File: src/rtl/clk_meas_pkg.sv
// Shared types and constants for the clock ratio meter.
//   meas_state_t : measurement FSM state encoding
//   MIN_RATIO    : smallest clk/clk_in ratio that yields a result
package clk_meas_pkg;

    typedef enum logic [1:0] {
        IDLE = 2'd0,
        ARM  = 2'd1,
        MEAS = 2'd2
    } meas_state_t;

    localparam int unsigned MIN_RATIO = 2;

endpackage : clk_meas_pkg

File: src/rtl/sync_edge_det.sv
// Synchronizes an asynchronous level into clk and flags its rising edge.
// Ports:
//   clk, nrst_int : reference clock, async active-low reset
//   d_in          : asynchronous input level
//   level         : synchronized level (last synchronizer stage)
//   rise          : high for one cycle when level goes 0 -> 1 (same cycle as level)
module sync_edge_det #(
    parameter int unsigned STAGES = 2
) (
    input  logic clk,
    input  logic nrst_int,
    input  logic d_in,
    output logic level,
    output logic rise
);

    logic [STAGES-1:0] sync_q;
    logic [STAGES-1:0] sync_d;
    logic              rise_q;
    logic              rise_d;

    // Rise is precomputed from the stage about to enter the last position,
    // so the registered flag lines up with the registered level.
    always_comb begin
        sync_d = {sync_q[STAGES-2:0], d_in};
        rise_d = sync_q[STAGES-2] & ~sync_q[STAGES-1];
    end

    always_ff @(posedge clk or negedge nrst_int) begin
        if (!nrst_int) begin
            sync_q <= '0;
            rise_q <= 1'b0;
        end else begin
            sync_q <= sync_d;
            rise_q <= rise_d;
        end
    end

    assign level = sync_q[STAGES-1];
    assign rise  = rise_q;

endmodule : sync_edge_det

File: src/rtl/clk_ratio_meter.sv
// Measures how many clk cycles fit in one clk_in period (averaged over
// 2**NPER_LOG2 periods) and how many of those clk_in was high.
// Ports:
//   clk, nrst_int : reference clock, async active-low reset
//   clk_in        : clock under measurement, asynchronous to clk
//   start         : one-cycle request, honoured only while idle
//   busy          : measurement in progress
//   valid         : one-cycle pulse, ratio/high_cycles just updated
//   timeout       : one-cycle pulse, measurement aborted without result
//   ratio         : clk cycles per clk_in period (truncated average)
//   high_cycles   : clk cycles clk_in was high in the last measured period
module clk_ratio_meter
    import clk_meas_pkg::*;
#(
    parameter int unsigned CNT_W       = 32,
    parameter int unsigned SYNC_STAGES = 2,
    parameter int unsigned NPER_LOG2   = 0,
    parameter int unsigned TIMEOUT     = 2**20
) (
    input  logic             clk,
    input  logic             nrst_int,
    input  logic             clk_in,
    input  logic             start,
    output logic             busy,
    output logic             valid,
    output logic             timeout,
    output logic [CNT_W-1:0] ratio,
    output logic [CNT_W-1:0] high_cycles
);

    localparam int unsigned TC_W = CNT_W + NPER_LOG2;
    localparam int unsigned NP_W = NPER_LOG2 + 1;
    localparam logic [NP_W-1:0]  NP_LAST     = NP_W'(2**NPER_LOG2);
    localparam logic [CNT_W-1:0] TIMEOUT_CNT = CNT_W'(TIMEOUT);

    logic in_level;
    logic in_rise;

    meas_state_t      state_q, state_d;
    logic [CNT_W-1:0] pc_q, pc_d;
    logic [TC_W-1:0]  tc_q, tc_d;
    logic [CNT_W-1:0] hc_q, hc_d;
    logic [NP_W-1:0]  np_q, np_d;
    logic             busy_q, busy_d;
    logic             valid_q, valid_d;
    logic             timeout_q, timeout_d;
    logic [CNT_W-1:0] ratio_q, ratio_d;
    logic [CNT_W-1:0] high_q, high_d;
    logic [CNT_W-1:0] pc_inc;

    sync_edge_det #(
        .STAGES (SYNC_STAGES)
    ) u_sync (
        .clk      (clk),
        .nrst_int (nrst_int),
        .d_in     (clk_in),
        .level    (in_level),
        .rise     (in_rise)
    );

    // Measurement FSM: IDLE -> ARM (wait first edge) -> MEAS (count periods).
    always_comb begin
        state_d   = state_q;
        pc_d      = pc_q;
        tc_d      = tc_q;
        hc_d      = hc_q;
        np_d      = np_q;
        busy_d    = busy_q;
        valid_d   = 1'b0;
        timeout_d = 1'b0;
        ratio_d   = ratio_q;
        high_d    = high_q;
        pc_inc    = pc_q + CNT_W'(1);

        case (state_q)
            IDLE: begin
                if (start) begin
                    state_d = ARM;
                    busy_d  = 1'b1;
                    pc_d    = '0;
                    tc_d    = '0;
                    np_d    = '0;
                end
            end
            ARM: begin
                // The rise sample itself is high, so it opens the high count at 1.
                if (in_rise) begin
                    state_d = MEAS;
                    pc_d    = CNT_W'(1);
                    tc_d    = TC_W'(1);
                    hc_d    = CNT_W'(1);
                end else if (pc_inc == TIMEOUT_CNT) begin
                    state_d   = IDLE;
                    busy_d    = 1'b0;
                    timeout_d = 1'b1;
                end else begin
                    pc_d = pc_inc;
                end
            end
            MEAS: begin
                if (in_rise) begin
                    pc_d = CNT_W'(1);
                    tc_d = tc_q + TC_W'(1);
                    hc_d = CNT_W'(1);
                    if (np_q + NP_W'(1) == NP_LAST) begin
                        state_d = IDLE;
                        busy_d  = 1'b0;
                        valid_d = 1'b1;
                        ratio_d = CNT_W'(tc_q >> NPER_LOG2);
                        high_d  = hc_q;
                    end else begin
                        np_d = np_q + NP_W'(1);
                    end
                end else if (pc_inc == TIMEOUT_CNT) begin
                    state_d   = IDLE;
                    busy_d    = 1'b0;
                    timeout_d = 1'b1;
                end else begin
                    pc_d = pc_inc;
                    tc_d = tc_q + TC_W'(1);
                    hc_d = hc_q + CNT_W'(in_level);
                end
            end
            default: begin
                state_d = IDLE;
                busy_d  = 1'b0;
            end
        endcase
    end

    always_ff @(posedge clk or negedge nrst_int) begin
        if (!nrst_int) begin
            state_q   <= IDLE;
            pc_q      <= '0;
            tc_q      <= '0;
            hc_q      <= '0;
            np_q      <= '0;
            busy_q    <= 1'b0;
            valid_q   <= 1'b0;
            timeout_q <= 1'b0;
            ratio_q   <= '0;
            high_q    <= '0;
        end else begin
            state_q   <= state_d;
            pc_q      <= pc_d;
            tc_q      <= tc_d;
            hc_q      <= hc_d;
            np_q      <= np_d;
            busy_q    <= busy_d;
            valid_q   <= valid_d;
            timeout_q <= timeout_d;
            ratio_q   <= ratio_d;
            high_q    <= high_d;
        end
    end

    assign busy        = busy_q;
    assign valid       = valid_q;
    assign timeout     = timeout_q;
    assign ratio       = ratio_q;
    assign high_cycles = high_q;

endmodule : clk_ratio_meter

File: config.mk
export PLATFORM = sky130hd
export DESIGN_NAME = clk_ratio_meter
export DESIGN_NICKNAME = d
export VERILOG_FILES = /design/src/rtl/clk_meas_pkg.sv /design/src/rtl/sync_edge_det.sv /design/src/rtl/clk_ratio_meter.sv
export SDC_FILE = /design/constraint.sdc
export NUM_CORES = 1
export LEC_CHECK = 0
export ABC_AREA = 1
export ABC_CLOCK_PERIOD_IN_PS = 4700
export CAP_MARGIN = 20
export CORE_UTILIZATION = 50
export CTS_CLUSTER_DIAMETER = 200
export DETAILED_ROUTE_END_ITERATION = 7
export PLACE_DENSITY_LB_ADDON = 0.05
export RECOVER_POWER = 50
export SLEW_MARGIN = 30
export SYNTH_ARGS = -nofsm -noshare
export SYNTH_HDL_FRONTEND = slang
export SYNTH_HIERARCHICAL = 1
export SYNTH_SLANG_ARGS = --single-unit
File: constraint.sdc
create_clock -name clk -period 4.7 [get_ports clk]
set_input_delay 0.94 -clock clk [delete_from_list [all_inputs] [get_ports clk]]
set_output_delay 0.94 -clock clk [all_outputs]
set_load 0.1 [all_outputs]
==> flow_summary.rst, run 1 <==
.. list-table::
   :header-rows: 1

   * - Metric
     - Value
   * - Die width
     - 142 um
   * - Critical path type
     - reg2reg
   * - Area of all placed cells without fillers
     - 11300 um2
   * - Share of total power in sequential cells
     - 0.377
   * - Fraction of final layout cells with drive strength greater than 1
     - 0.0493
   * - Worst R2R Path Depth
     - 6
   * - Final critical path time including I/O delays and setup
     - 3350 ps
   * - Mean Syn Cell Area
     - 6.98 um2
   * - Max Fanout on Critical Path
     - 68
   * - Fill cell total of the finished layout
     - 1868
   * - Number of buffer cells added on primary ports
     - 70
   * - Vias per std cell
     - 5.41
   * - Worst path arrival time
     - 3680 ps
   * - GRT Total Usage
     - 0.277
   * - Proportion of power drawn by the clock network
     - 0.385
   * - Cell area reported after detailed placement
     - 10700 um2
   * - Initial antenna violation count
     - 0
   * - Met2 usage in global routing
     - 0.416
   * - Internal power of the cells
     - 2610 uW
   * - Failing checks
     - capacitance limit, slew limit
   * - Synth warnings
     - 6
   * - Class of the tightest hold or removal check
     - reg2reg
   * - Setup crit end kind
     - register
   * - Die height
     - 142 um
   * - Net count reported at finish
     - 1460
   * - Final period utilization
     - 0.713
   * - Relative contribution of combinational cells to total power
     - 0.238
   * - Routed len/inst
     - 15.3 um
   * - Via count of the first global-routing pass
     - 8340
   * - Most heavily used metal layer in global routing
     - met2
   * - Total setup violations reported at the end of the flow
     - 0
   * - Clock tree from TritonCTS
     - yes
   * - Unrepaired setup endpoints after global routing
     - false
   * - Gates resized, CTS repair
     - 0
   * - Buffer depth of the longest clock path
     - 2
   * - Wire length of the first global-routing pass
     - 43700 um
   * - Run status
     - finished, violations left
   * - Total overflow reported by the global router
     - 0
   * - Number of register bits inferred by synthesis
     - 168
   * - Count of vias placed by the detailed router
     - 9311
   * - Total I/O pin count
     - 71
   * - GR met1 Demand/Resource
     - 0.413
   * - Area of the mapped netlist
     - 9770 um2
   * - Post-CTS setup buffer count
     - 0
   * - Hold-fix buffer count after cts
     - 0
   * - DPL Wire Length
     - 18800 um
   * - Post-detailed-routing wire length
     - 26300 um
   * - Maximum number of pins on one net before global-route repair
     - 80
   * - Max-Cap Viols
     - 1
   * - Sequential area share after synthesis
     - 0.430
   * - Synthesized netlist net count
     - 1411
   * - Final cell utilization of the core
     - 0.599
   * - Antenna Nets Post-Route
     - 0
   * - Floorplan core area
     - 19000 um2
   * - Leakage power summed over all cells
     - 0.00505 uW
   * - Number of H-tree levels
     - 4
   * - Tightest slew margin relative to the limit
     - -0.293
   * - Worst-Skew Late Latency
     - 440 ps
   * - CTS Buf Count
     - 17
   * - RR Startpoint
     - state_q[0]
   * - Required time at the worst-slack endpoint
     - 5020 ps
   * - Number of design-rule violations left by the first detailed-router iteration
     - 855
   * - Met3 usage in global routing
     - 0.0439
   * - Count of pins over their slew limit
     - 80
   * - Final hold violation count
     - 0
   * - Worst IR drop on VDD
     - 0.276 mV
   * - Actual transition at the worst max-transition pin
     - 1940 ps
   * - P_sw
     - 1460 uW
   * - Termination of the worst setup path
     - high_cycles[5]
   * - Growth of design area from synthesis to finish
     - 16.2%
   * - Std cell rows
     - 50
   * - Ratio of total power to cell area
     - 359 nW/um2
   * - Setup TNS after final layout
     - 0 ps
   * - Number of unique standard cell types used by synthesis
     - 28
   * - Critical Path Source
     - state_q[0]
   * - Reg2Reg Capture Point
     - high_cycles[5]
   * - Final weighted congestion in routability-driven placement
     - 0.976
   * - Switching share of power
     - 0.359
   * - Initial Utilization
     - 0.515
   * - Die area
     - 20100 um2
   * - Syn Inst Count
     - 1399
   * - Setup slack on the worst flop-to-flop path
     - 1350 ps
   * - Clock tree root driver cell
     - sky130_fd_sc_hd__clkbuf_16
   * - Fmax
     - 298 MHz
   * - Pre-Repair DR Iteration Count
     - 7
   * - Count of clock tree sinks
     - 168
   * - Worst-case clock skew
     - 11.9 ps
   * - Critical Path Source Type
     - register
   * - Number of diodes
     - 0
   * - Worst-path clk slew
     - 70 ps
   * - DRC errors left
     - 0
==> logic make-up (layout without fill, tap and decap cells) <==
kind of cell,count (synthesis),in the layout,share of synthesized area
flip-flops,168,168,0.430
AND/OR/NAND/NOR,938,938,0.419
XOR/XNOR,34,34,0.0305
AO/OA/AOI/OAI,75,75,0.0396
buffers and inverters,176,238,0.0703
adder cells (fa/ha/maj),8,8,0.0102
==> layer usage <==
metal,part of all wire,vias to the layer above
met5,0,-
met4,0.015,0
met3,0.059,39
met2,0.44,302
met1,0.49,4356
li1,-,4614
==> layout by cell type (no fill, tap or decap) <==
master | Yosys | final
sky130_fd_sc_hd__dlygate4sd3_1 | 0 | 1
sky130_fd_sc_hd__or2_2 | 3 | 3
sky130_fd_sc_hd__ha_1 | 8 | 8
sky130_fd_sc_hd__clkinv_1 | 4 | 4
sky130_fd_sc_hd__clkbuf_2 | 0 | 2
sky130_fd_sc_hd__dfrtp_1 | 168 | 168
sky130_fd_sc_hd__a21oi_1 | 7 | 7
sky130_fd_sc_hd__nand2_1 | 520 | 519
sky130_fd_sc_hd__nand3_1 | 111 | 111
sky130_fd_sc_hd__buf_4 | 6 | 14
sky130_fd_sc_hd__o21a_1 | 2 | 2
sky130_fd_sc_hd__xor2_1 | 31 | 31
sky130_fd_sc_hd__nor2_4 | 6 | 6
sky130_fd_sc_hd__inv_2 | 1 | 1
sky130_fd_sc_hd__nor4_1 | 26 | 26
sky130_fd_sc_hd__nand4_4 | 2 | 2
sky130_fd_sc_hd__o21ai_2 | 0 | 1
sky130_fd_sc_hd__inv_8 | 0 | 2
sky130_fd_sc_hd__nand3b_1 | 16 | 16
sky130_fd_sc_hd__nor2_2 | 5 | 6
sky130_fd_sc_hd__clkbuf_16 | 0 | 17
sky130_fd_sc_hd__o21bai_1 | 1 | 1
sky130_fd_sc_hd__bufinv_16 | 0 | 4
sky130_fd_sc_hd__nor3_1 | 66 | 66
sky130_fd_sc_hd__o21ai_1 | 4 | 3
sky130_fd_sc_hd__nor2_1 | 133 | 132
sky130_fd_sc_hd__xnor2_1 | 3 | 3
sky130_fd_sc_hd__inv_6 | 0 | 6
sky130_fd_sc_hd__inv_1 | 116 | 116
sky130_fd_sc_hd__a221oi_4 | 0 | 1
sky130_fd_sc_hd__nand4_1 | 47 | 47
sky130_fd_sc_hd__nand2_2 | 3 | 4
sky130_fd_sc_hd__clkdlybuf4s50_1 | 0 | 68
sky130_fd_sc_hd__o21ai_0 | 60 | 60
sky130_fd_sc_hd__clkinv_2 | 0 | 1
sky130_fd_sc_hd__clkbuf_8 | 0 | 2
==> worst max-delay path, cell delays in order (launching register included) <==
cell and delay [ps]:
sky130_fd_sc_hd__dfrtp_1 400, sky130_fd_sc_hd__inv_1 90, sky130_fd_sc_hd__ha_1 380, sky130_fd_sc_hd__nand2_1 1070
sky130_fd_sc_hd__clkbuf_2 1000, sky130_fd_sc_hd__nand2_1 150, sky130_fd_sc_hd__o21ai_0 140
==> through the flow <==
stage / setup slack [ps] / std cells / total power, uW / hold WS [ps]
4_1_cts: 1610 / 1721 / 4110 / 451
3_5_place_dp: 1630 / 1689 / 2540 / 432
3_3_place_gp: 1480 / 1689 / 2540 / 418
2_1_floorplan: 2440 / 1399 / 2240 / 354
5_1_grt: 860 / 1721 / 4250 / 452
6_report: 1350 / 1721 / 4080 / 443
==> Yosys cell counts <==
| master | instances | area, um2 |
|---|---|---|
| sky130_fd_sc_hd__nand3_1 | 111 | 556 |
| sky130_fd_sc_hd__or2_2 | 3 | 18.8 |
| sky130_fd_sc_hd__inv_2 | 1 | 3.75 |
| sky130_fd_sc_hd__xor2_1 | 31 | 272 |
| sky130_fd_sc_hd__o21a_1 | 2 | 15.0 |
| sky130_fd_sc_hd__nor3_1 | 66 | 330 |
| sky130_fd_sc_hd__nor2_1 | 133 | 499 |
| sky130_fd_sc_hd__ha_1 | 8 | 100 |
| sky130_fd_sc_hd__clkinv_1 | 4 | 15.0 |
| sky130_fd_sc_hd__a221oi_1 | 1 | 8.76 |
| sky130_fd_sc_hd__nor4_1 | 26 | 163 |
| sky130_fd_sc_hd__o21ai_0 | 60 | 300 |
| sky130_fd_sc_hd__buf_2 | 3 | 15.0 |
| sky130_fd_sc_hd__o21ai_1 | 4 | 20.0 |
| sky130_fd_sc_hd__nand2_2 | 3 | 18.8 |
| sky130_fd_sc_hd__nand2_1 | 520 | 1950 |
| sky130_fd_sc_hd__xnor2_1 | 3 | 26.3 |
| sky130_fd_sc_hd__dfrtp_1 | 168 | 4200 |
| sky130_fd_sc_hd__nand3b_1 | 16 | 120 |
| sky130_fd_sc_hd__nand4_1 | 47 | 294 |
| sky130_fd_sc_hd__nand4_4 | 2 | 42.5 |
| sky130_fd_sc_hd__clkbuf_1 | 46 | 173 |
| sky130_fd_sc_hd__a21oi_1 | 7 | 35.0 |
| sky130_fd_sc_hd__nor2_2 | 5 | 31.3 |
| sky130_fd_sc_hd__buf_4 | 6 | 45.0 |
| sky130_fd_sc_hd__nor2_4 | 6 | 67.6 |
| sky130_fd_sc_hd__o21bai_1 | 1 | 7.51 |
| sky130_fd_sc_hd__inv_1 | 116 | 435 |
==> power groups by stage <==
| stage | sequential (uW) | combinational (uW) | clock, uW |
|---|---|---|---|
| 2_1_floorplan | 1640 | 597 | 0 |
| 3_3_place_gp | 1570 | 976 | 0 |
| 3_5_place_dp | 1570 | 978 | 0 |
| 4_1_cts | 1540 | 978 | 1590 |
| 5_1_grt | 1540 | 1060 | 1650 |
| 6_report | 1540 | 970 | 1570 |
==> layout make-up <==
class                   instances  area, um2  share of cell area
multi-input cells            1055       4900               0.432
well taps                     260        325              0.0287
clock inverters                13        200              0.0176
clock buffers                  19        453              0.0399
repair buffers                 85        806              0.0710
flip-flops and latches        168       4200               0.371
inverters                     121        454              0.0400
==> registers in the layout, summed over array words and instances (netlist names) <==
register	flops
busy	1
hc_q	32
high_cycles	32
pc_q	32
ratio	32
state_q	2
tc_q	32
timeout	1
u_sync/rise	1
u_sync/sync_q	2
valid	1
==> worst min path at each step <==
stage	from	end	slack (ps)	depth (start not counted)
after floorplan	u_sync/sync_q[0]	u_sync/sync_q[1]	350	0
after global placement	u_sync/sync_q[0]	u_sync/sync_q[1]	420	0
after detailed placement	u_sync/sync_q[0]	u_sync/sync_q[1]	430	0
after CTS	u_sync/sync_q[0]	u_sync/sync_q[1]	450	0
after global routing	u_sync/sync_q[0]	u_sync/sync_q[1]	450	0
final	u_sync/sync_q[0]	u_sync/sync_q[1]	440	0
Note: power is estimated with default switching activity, not from simulation.
==> run 2: changes to the inputs <==
- ABC_CLOCK_PERIOD_IN_PS: 4700 -> 3120
- clock period: 4.7 -> 3.12 ns (I/O delays scaled with it)
==> run 2 against run 1 <==
Compared with the run above:
- the run still ends with capacitance limit, slew limit left
- critical path depth grew 10
- cell area fell by 2.1%
- sequential cell count did not move
- utilization shrank 1.3 points
- first-iteration DRC count shrank 12%
- worst setup slack worse by 990 ps
- non-clock buffer count grew 6
- register-to-register slack worse by 990 ps
- wire length grew 1.6%
- die area did not move
- maximum frequency up 21%
- critical path type unchanged
- largest cell class unchanged
==> flow_summary.rst, run 2 (same netlist as run 1, synthesis figures left out) <==
.. list-table::
   :header-rows: 1

   * - Metric
     - Value
   * - Run status
     - finished, violations left
   * - Failing checks
     - capacitance limit, slew limit
   * - Fmax
     - 362 MHz (+21%)
   * - Number of diodes
     - 0 (unchanged)
   * - Die height
     - 142 um (unchanged)
   * - Worst-Skew Late Latency
     - 430 ps (about the same)
   * - Number of design-rule violations left by the first detailed-router iteration
     - 751 (-12%)
   * - Worst-case clock skew
     - 13.3 ps (+1.34 ps)
   * - Maximum number of pins on one net before global-route repair
     - 70 (-13%)
   * - CTS Buf Count
     - 17 (unchanged)
   * - Area of all placed cells without fillers
     - 11100 um2 (-2.1%)
   * - Post-CTS setup buffer count
     - 0 (unchanged)
   * - Std cell rows
     - 50 (unchanged)
   * - Max-Cap Viols
     - 1 (unchanged)
   * - Gates resized, CTS repair
     - 0 (unchanged)
   * - Final hold slack
     - 437 ps (-5.54 ps)
   * - Total I/O pin count
     - 71 (unchanged)
   * - GRT Total Usage
     - 0.283 (+0.00605)
   * - Dominant cell type by count on the critical path
     - sky130_fd_sc_hd__nand2_1
   * - Required time at the worst-slack endpoint
     - 3490 ps (-1530 ps)
   * - Unrepaired setup endpoints after global routing
     - false
   * - Max Fanout on Critical Path
     - 32 (-53%)
   * - Vias per std cell
     - 5.35 (-1.2%)
   * - DRC errors left
     - 0 (unchanged)
   * - Hold-fix buffer count after cts
     - 0 (unchanged)
   * - Worst-path cell with the longest stage delay
     - sky130_fd_sc_hd__dfrtp_1
   * - Final worst slack
     - 354 ps (-994 ps)
   * - Final cell utilization of the core
     - 0.586 (-0.0127)
   * - Worst path arrival time
     - 3140 ps (-540 ps)
   * - Buffer depth of the longest clock path
     - 2 (unchanged)
   * - Growth of design area from synthesis to finish
     - 13.7%
   * - Total setup violations reported at the end of the flow
     - 0 (unchanged)
   * - Leading cell type in the layout, fill and taps excluded
     - sky130_fd_sc_hd__nand2_1
   * - Number of H-tree levels
     - 4 (unchanged)
   * - Routed len/inst
     - 15.5 um (+1.3%)
   * - Post-detailed-routing wire length
     - 26700 um (+1.6%)
   * - Final critical path time including I/O delays and setup
     - 2770 ps (-586 ps)
   * - Initial Utilization
     - 0.515 (unchanged)
   * - Class of the tightest hold or removal check
     - reg2reg
   * - Final hold violation count
     - 0 (unchanged)
   * - Crit path largest cell delay
     - 460 ps (-610 ps)
   * - Ratio of total power to cell area
     - 543 nW/um2 (+51%)
   * - Via count of the first global-routing pass
     - 8557 (+2.6%)
   * - Worst IR drop on VDD
     - 0.494 mV (+79%)
   * - Number of buffer and inverter stages on the critical path
     - 1 (-1)
   * - Fraction of final layout cells with drive strength greater than 1
     - 0.0771 (+0.0278)
   * - Initial antenna violation count
     - 0 (unchanged)
   * - Critical path type
     - reg2reg
   * - Setup TNS after final layout
     - 0 ps (unchanged)
   * - Critical Path Source Type
     - register
   * - Clock tree from TritonCTS
     - yes
   * - Final period utilization
     - 0.887 (+0.173)
   * - Net count reported at finish
     - 1466 (+0.41%)
   * - Tightest slew margin relative to the limit
     - -0.151 (+0.143)
   * - Number of buffer cells added on primary ports
     - 70 (unchanged)
   * - DPL Wire Length
     - 18900 um (+0.95%)
   * - Wire length of the first global-routing pass
     - 44700 um (+2.3%)
   * - Setup crit end kind
     - register
   * - Count of pins over their slew limit
     - 69 (-14%)
   * - Commonest cells after routing, fill and taps aside
     - 519 x sky130_fd_sc_hd__nand2_1, 168 x sky130_fd_sc_hd__dfrtp_1, 132 x sky130_fd_sc_hd__nor2_1, 116 x sky130_fd_sc_hd__inv_1, 111 x sky130_fd_sc_hd__nand3_1
   * - Worst-path clk slew
     - 70 ps (about the same)
   * - Die width
     - 142 um (unchanged)
   * - Fill cell total of the finished layout
     - 1885 (+0.91%)
   * - Die area
     - 20100 um2 (unchanged)
   * - Cell chain of the critical path
     - ha_1 -> nand2_1 -> nor2_4 -> nand2_1 -> nor2_1 -> nand2_1 -> nand2_1 -> nand2_1 -> nor2_1 -> nand2_1 -> nor2_4 -> nand4_4 -> nand2_1 -> buf_4 -> nand2_1 -> nand2_1
   * - Actual transition at the worst max-transition pin
     - 1730 ps (-214 ps)
   * - Count of vias placed by the detailed router
     - 9227 (-0.90%)
   * - Leakage power summed over all cells
     - 0.00508 uW (+0.78%)
   * - Total overflow reported by the global router
     - 0 (unchanged)
   * - Floorplan core area
     - 19000 um2 (unchanged)
   * - Post-placement setup slack
     - 409 ps (-1220 ps)
   * - Antenna Nets Post-Route
     - 0 (unchanged)
   * - Count of clock tree sinks
     - 168 (unchanged)
   * - Clock tree root driver cell
     - sky130_fd_sc_hd__clkbuf_16
   * - Cell family contributing the most delay on the critical path
     - simple AND/OR/NAND/NOR gates
   * - Cell area reported after detailed placement
     - 10600 um2 (-0.70%)
   * - Final weighted congestion in routability-driven placement
     - 0.934 (-4.2%)
   * - Pre-Repair DR Iteration Count
     - 6 (-1)
==> run 2: per-stage QoR <==
step	total power (uW)	cells
2_1_floorplan	3370	1399
3_3_place_gp	3900	1695
3_5_place_dp	3900	1695
4_1_cts	6070	1726
5_1_grt	6320	1726
6_report	6030	1726
==> run 2: final cells by class <==
type	count	area [um2]	share of cell area
clock buffer	20	457	0.0411
multi-input combinational	1055	4910	0.442
inverter	121	454	0.0409
tap	260	325	0.0293
timing repair buffer	91	618	0.0557
clock inverter	11	139	0.0125
sequential	168	4200	0.379
==> run 2: per-layer routing <==
metal | wire (um) | global-route usage | vias to the layer above
met5 | 0 | 0 | -
met4 | 429 | 0.0781 | 0
li1 | - | - | 4621
met1 | 13000 | 0.413 | 4262
met2 | 11600 | 0.429 | 307
met3 | 1700 | 0.0547 | 37
==> run 2: path summary, 6_finish.rpt <==
path	end	depth (start not counted)	startpoint	slack (ps)
hold reg to reg	u_sync/sync_q[1]	0	u_sync/sync_q[0]	440
setup / recovery	pc_q[20]	16	pc_q[0]	350
max in group asynchronous	state_q[1]	2	nrst_int	940
setup reg to reg	pc_q[20]	16	pc_q[0]	350
min in group asynchronous	valid	1	nrst_int	650
hold / removal	u_sync/sync_q[1]	0	u_sync/sync_q[0]	440
==> run 2: worst register-to-register path, stage by stage, from the launching register on <==
cell and delay [ps]:
sky130_fd_sc_hd__dfrtp_1 460, sky130_fd_sc_hd__ha_1 250, sky130_fd_sc_hd__nand2_1 120, sky130_fd_sc_hd__nor2_4 150, sky130_fd_sc_hd__nand2_1 110, sky130_fd_sc_hd__nor2_1 200, sky130_fd_sc_hd__nand2_1 80, sky130_fd_sc_hd__nand2_1 80
sky130_fd_sc_hd__nand2_1 60, sky130_fd_sc_hd__nor2_1 110, sky130_fd_sc_hd__nand2_1 100, sky130_fd_sc_hd__nor2_4 170, sky130_fd_sc_hd__nand4_4 190, sky130_fd_sc_hd__nand2_1 100, sky130_fd_sc_hd__buf_4 350, sky130_fd_sc_hd__nand2_1 120
sky130_fd_sc_hd__nand2_1 70
==> run 2: power breakdown <==
group	internal, uW	switching [uW]	leakage [uW]
combinational	339	1200	0.00246
sequential	2240	75.7	0.00233
clock	1240	927	0.000291
total	3820	2210	0.00508
